<file path="src/rtl/sdhci_obi_arbiter.sv">
// Round-robin OBI arbiter in front of the SDHCI register block: one outstanding
// transaction, combinational request pass-through, response steered to its owner.
module sdhci_obi_arbiter #(
  parameter int unsigned NumReq    = 2,
  parameter int unsigned AddrWidth = 32,
  parameter int unsigned DataWidth = 32,
  parameter int unsigned IdWidth   = 1
) (
  input  logic                                 clk_i,
  input  logic                                 rst_i,
  input  logic [NumReq-1:0]                    s_req_i,
  output logic [NumReq-1:0]                    s_gnt_o,
  input  logic [NumReq-1:0][AddrWidth-1:0]     s_addr_i,
  input  logic [NumReq-1:0]                    s_we_i,
  input  logic [NumReq-1:0][DataWidth/8-1:0]   s_be_i,
  input  logic [NumReq-1:0][DataWidth-1:0]     s_wdata_i,
  input  logic [NumReq-1:0][IdWidth-1:0]       s_aid_i,
  output logic [NumReq-1:0]                    s_rvalid_o,
  output logic [DataWidth-1:0]                 s_rdata_o,
  output logic                                 s_err_o,
  output logic [IdWidth-1:0]                   s_rid_o,
  output logic                                 m_req_o,
  output logic [AddrWidth-1:0]                 m_addr_o,
  output logic                                 m_we_o,
  output logic [DataWidth/8-1:0]               m_be_o,
  output logic [DataWidth-1:0]                 m_wdata_o,
  output logic [IdWidth-1:0]                   m_aid_o,
  input  logic                                 m_gnt_i,
  input  logic                                 m_rvalid_i,
  input  logic [DataWidth-1:0]                 m_rdata_i,
  input  logic                                 m_err_i,
  input  logic [IdWidth-1:0]                   m_rid_i
);

  localparam int unsigned SelW = $clog2(NumReq);

  typedef enum logic [1:0] {
    IDLE = 2'd0,
    HOLD = 2'd1,
    RSP  = 2'd2
  } state_t;

  state_t            state_q, state_d;
  logic [SelW-1:0]   sel_q, sel_d;
  logic [SelW-1:0]   ptr_q, ptr_d;
  logic [SelW-1:0]   pick;
  logic              pick_valid;
  logic [SelW-1:0]   owner;

  // First requester at or after the priority pointer, wrapping modulo NumReq.
  always_comb begin
    pick       = '0;
    pick_valid = 1'b0;
    for (int unsigned i = 0; i < NumReq; i++) begin
      logic [SelW-1:0] cand;
      cand = SelW'((32'(ptr_q) + i) % NumReq);
      if (!pick_valid && s_req_i[cand]) begin
        pick_valid = 1'b1;
        pick       = cand;
      end
    end
  end

  always_ff @(posedge clk_i) begin
    if (rst_i) begin
      state_q <= IDLE;
      sel_q   <= '0;
      ptr_q   <= '0;
    end else begin
      state_q <= state_d;
      sel_q   <= sel_d;
      ptr_q   <= ptr_d;
    end
  end

  always_comb begin
    state_d    = state_q;
    sel_d      = sel_q;
    ptr_d      = ptr_q;
    owner      = sel_q;
    m_req_o    = 1'b0;
    s_gnt_o    = '0;
    s_rvalid_o = '0;

    unique case (state_q)
      IDLE: begin
        owner = pick;
        if (pick_valid) begin
          m_req_o       = 1'b1;
          s_gnt_o[pick] = m_gnt_i;
          sel_d         = pick;
          state_d       = m_gnt_i ? RSP : HOLD;
        end
      end
      // Choice stays frozen until the downstream grants.
      HOLD: begin
        m_req_o        = 1'b1;
        s_gnt_o[sel_q] = m_gnt_i;
        if (m_gnt_i) begin
          state_d = RSP;
        end
      end
      RSP: begin
        if (m_rvalid_i) begin
          s_rvalid_o[sel_q] = 1'b1;
          ptr_d   = (sel_q == SelW'(NumReq - 1)) ? '0 : sel_q + SelW'(1);
          state_d = IDLE;
        end
      end
      default: begin
        state_d = IDLE;
      end
    endcase

    if (rst_i) begin
      m_req_o    = 1'b0;
      s_gnt_o    = '0;
      s_rvalid_o = '0;
    end
  end

  assign m_addr_o  = s_addr_i[owner];
  assign m_we_o    = s_we_i[owner];
  assign m_be_o    = s_be_i[owner];
  assign m_wdata_o = s_wdata_i[owner];
  assign m_aid_o   = s_aid_i[owner];

  assign s_rdata_o = m_rdata_i;
  assign s_err_o   = m_err_i;
  assign s_rid_o   = m_rid_i;

endmodule
</file>
<file path="config.mk">
export PLATFORM = sky130hd
export DESIGN_NAME = sdhci_obi_arbiter
export DESIGN_NICKNAME = d
export VERILOG_FILES = /design/src/rtl/sdhci_obi_arbiter.sv
export SDC_FILE = /design/constraint.sdc
export NUM_CORES = 1
export LEC_CHECK = 0
export CORE_AREA = 5 5 108 110
export CTS_CLUSTER_DIAMETER = 50
export DETAILED_ROUTE_END_ITERATION = 10
export DIE_AREA = 0 0 113 115
export GPL_ROUTABILITY_DRIVEN = 0
export SYNTH_ARGS = -nofsm -noshare
export SYNTH_HDL_FRONTEND = slang
export SYNTH_SLANG_ARGS = --single-unit
</file>
<file path="constraint.sdc">
create_clock -name clk_i -period 5.7 [get_ports clk_i]
set_input_delay 1.71 -clock clk_i [delete_from_list [all_inputs] [get_ports clk_i]]
set_output_delay 1.71 -clock clk_i [all_outputs]
set_load 0.1 [all_outputs]
</file>
==> summary.txt <==
Pwr
  – Cell Pwr Density: ~220 nW/um^2
  – Combinational power share: about nine tenths
  – Flop pwr share: 3.6%
  – Total Power: 0.910 mW
  – Sw power: 0.500 mW
  – P_int: 0.410 mW
  – Switching Fraction: between 50% and 60%
  – VDD IR-drop max: between 80 and 90 uV
  – Clock power share: 6.4%
  – Leak: about 1.7 nW

Critical path
  – Reg-to-reg setup timing slack: 4.31 ns
  – CP max-delay cell: clkdlybuf4s50_1
  – Bufs and invs on worst path: 3
  – Critical Path Fanout Max: 29
  – Crit start category: input pin
  – Crit-path cells: clkdlybuf4s50_1 -> nand2b_1 -> a31oi_4 -> buf_4 -> mux2_2 -> buf_12
  – CP required: 3.99 ns
  – Largest stage delay on the critical path: 0.51 ns
  – Reg2Reg Launch Point: state_q[1]
  – Setup crit end kind: primary output
  – Crit-path leading delay family: buffers and inverters
  – Crit path kind: in -> out
  – R2R depth: 4
  – RR Endpoint: sel_q
  – CP arrival: 3.56 ns

Timing
  – Setup TNS: 0 ns
  – Final setup viols: 0
  – Final WS setup: 0.431 ns
  – Worst-margin pin slew: just under 0.4 ns
  – Post-route minimum period: 5.27 ns
  – RSZ-0062 raised after global routing: no
  – Slew Viols, Final: 0
  – Worst Skew: 0.000645 ns
  – Final period utilization: 92.4%
  – Fin. Hold Viols: 0
  – Worst slew margin: 73.3%
  – Hold_ws: between 0.5 and 0.6 ns
  – Fmax: 190 MHz

Placement
  – PortBufs: 220
  – HPWL Detailed: slightly below 7000 um
  – Placed instance area: 4130 um^2
  – Post-place setup slack: roughly 0.41 ns

Clocking
  – # Post-CTS Setup Buffers: 0
  – Clk slew on worst S/H paths: 0.03 ns
  – Clock H-tree levels: 1
  – # resized after CTS: 0
  – Clock sink total: 4
  – Cts hold-fix bufs: 0
  – Root Driver: clkbuf_8
  – Max Root-Sink Buffers: 2
  – CTS Buf Count: 3
  – Clk Latency, worst-skew pair: 0.21 ns
  – CTS tree: built

GRT
  – Vias in the first global route: about 2000
  – Largest net degree at the start of global routing: 43
  – Remaining Overflow, GRT: 0
  – Initial antenna violation count: 0
  – Total track usage: 10.4%
  – First-pass GRT wire length: 10800 um

Synth
  – Post-Syn Instances: between 100 and 150
  – Yosys warns: 0
  – Syn avg cell area: 9.78 um^2
  – Post-synth cell types: 20
  – Post-synthesis sequential area ratio: 5.89%
  – #FFs+latches synth: 4
  – Syn_nets: 319
  – Post-Syn Area: 1360 um^2

Detailed routing
  – Post-route ant nets: 0
  – Drt drc: 0
  – Via density: 3.87
  – Final wirelength: 7520 um
  – Initial drt markers: 25
  – Wire per inst: 16.3 um
  – DRT Pass-1 Iters: 4
  – DR vias: 1786

Floorplanning
  – Die Area: 13000 um^2
  – Die height: 115 um
  – # rows: 38
  – Core area: 10600 um^2
  – Die span in x: 113 um
  – I/O pins: 289
  – Starting Density: 12.8%

Finish
  – Most common cell after layout, fill and taps aside: clkdlybuf4s50_1
  – Diodes inserted: 0
  – FILL cells: 1011
  – Area growth syn-to-layout: 207%
  – Layout Cell Area excl Fill: 4170 um^2
  – Layout Nets: between 500 and 600
  – Most frequent cells in the layout: 145 x clkdlybuf4s50_1, 71 x buf_12, 64 x mux2_2
  – Layout cell share with drive strength beyond 1: 46.0%

Min path
  – Hold EP: ptr_q
  – Worst hold path type: reg -> reg
  – Hold depth: 2
  – Hold Startpoint: ptr_q

Run status
  – Status: finished clean

Run
  – Max-Cap Viols: 0
## sequential cells by signal, indices dropped and copies added (netlist names)
| signal | flops |
|---|---|
| sel_q | 1 |
| state_q | 2 |
| ptr_q | 1 |
## final cells by class
class                           count  area [um^2]  area share, %
Sequential cell                     4         80.1           1.92
Timing Repair Buffer              222         2920           69.9
Clock buffer                        3         41.3          0.990
Tap cell                          140          175           4.20
Multi-Input combinational cell     93          957           22.9
## cells in the mapped netlist
| cell | number | area share, % |
|---|---|---|
| nor4_1 | 1 | 0.46 |
| nand3b_1 | 1 | 0.55 |
| a2bb2oi_1 | 1 | 0.64 |
| nand2b_1 | 2 | 0.92 |
| buf_6 | 7 | 5.8 |
| a211oi_1 | 2 | 1.1 |
| a31oi_4 | 1 | 1.6 |
| buf_1 | 1 | 0.28 |
| a21oi_1 | 1 | 0.37 |
| nor3b_1 | 1 | 0.55 |
| nand2_1 | 2 | 0.55 |
| and3b_1 | 2 | 1.3 |
| mux2_2 | 64 | 53 |
| and4_1 | 1 | 0.64 |
| nor2_1 | 5 | 1.4 |
| o21a_1 | 1 | 0.55 |
| nor3_1 | 2 | 0.74 |
| mux2_1 | 6 | 5.0 |
| buf_4 | 34 | 19 |
| dfxtp_1 | 4 | 5.9 |
## logic make-up after synthesis
| group | share of synthesized area, % |
|---|---|
| AO/OA/AOI/OAI | 4.23 |
| buffers and inverters | 24.8 |
| multiplexers | 58.0 |
| flip-flops | 5.89 |
| AND/OR/NAND/NOR | 7.09 |
## stage by stage
stage,util (%),cells
after global placement,39.0,459
after detailed placement,39.0,459
final,39.3,462
after global routing,39.3,462
after CTS,39.3,462
after floorplan,-,139
## power groups by stage
stage / Sequential, mW / Clock [mW] / Combinational, mW
5_1_grt: 0.0332 / 0.0626 / 0.841
3_5_place_dp: 0.0331 / 0 / 0.826
6_report: 0.0327 / 0.0580 / 0.819
3_3_place_gp: 0.0330 / 0 / 0.821
2_1_floorplan: 0.0324 / 0 / 0.597
4_1_cts: 0.0327 / 0.0603 / 0.827
## tightest hold or removal path: cells and delay by family, from the launching register on
family	cells	cell delay, ns
AOI/OAI and AO/OA	1	0.05
and+or+nand+nor	1	0.10
DFF	1	0.30
## worst max-delay path by stage
stage,startpoint,to,slack (ns),depth (start not counted)
6_report,s_req_i[0],m_wdata_o[0],0.43,6
5_1_grt,s_req_i[0],m_addr_o[8],0.36,6
4_1_cts,s_req_i[0],m_addr_o[8],0.40,6
3_5_place_dp,s_req_i[0],m_addr_o[8],0.41,6
3_3_place_gp,s_req_i[0],m_wdata_o[15],0.43,6
2_1_floorplan,rst_i,s_gnt_o[0],-0.12,3
## metal layers
layer,wire length [um],part of all wire (%),GRT usage (%),vias up
met2,4040,54,19.8,131
met4,61,0.81,2.24,0
met3,923,12,4.21,14
met5,0,0,0,-
met1,2500,33,10.7,809
li1,-,-,-,832
Note: power is estimated with default switching activity, not from simulation.
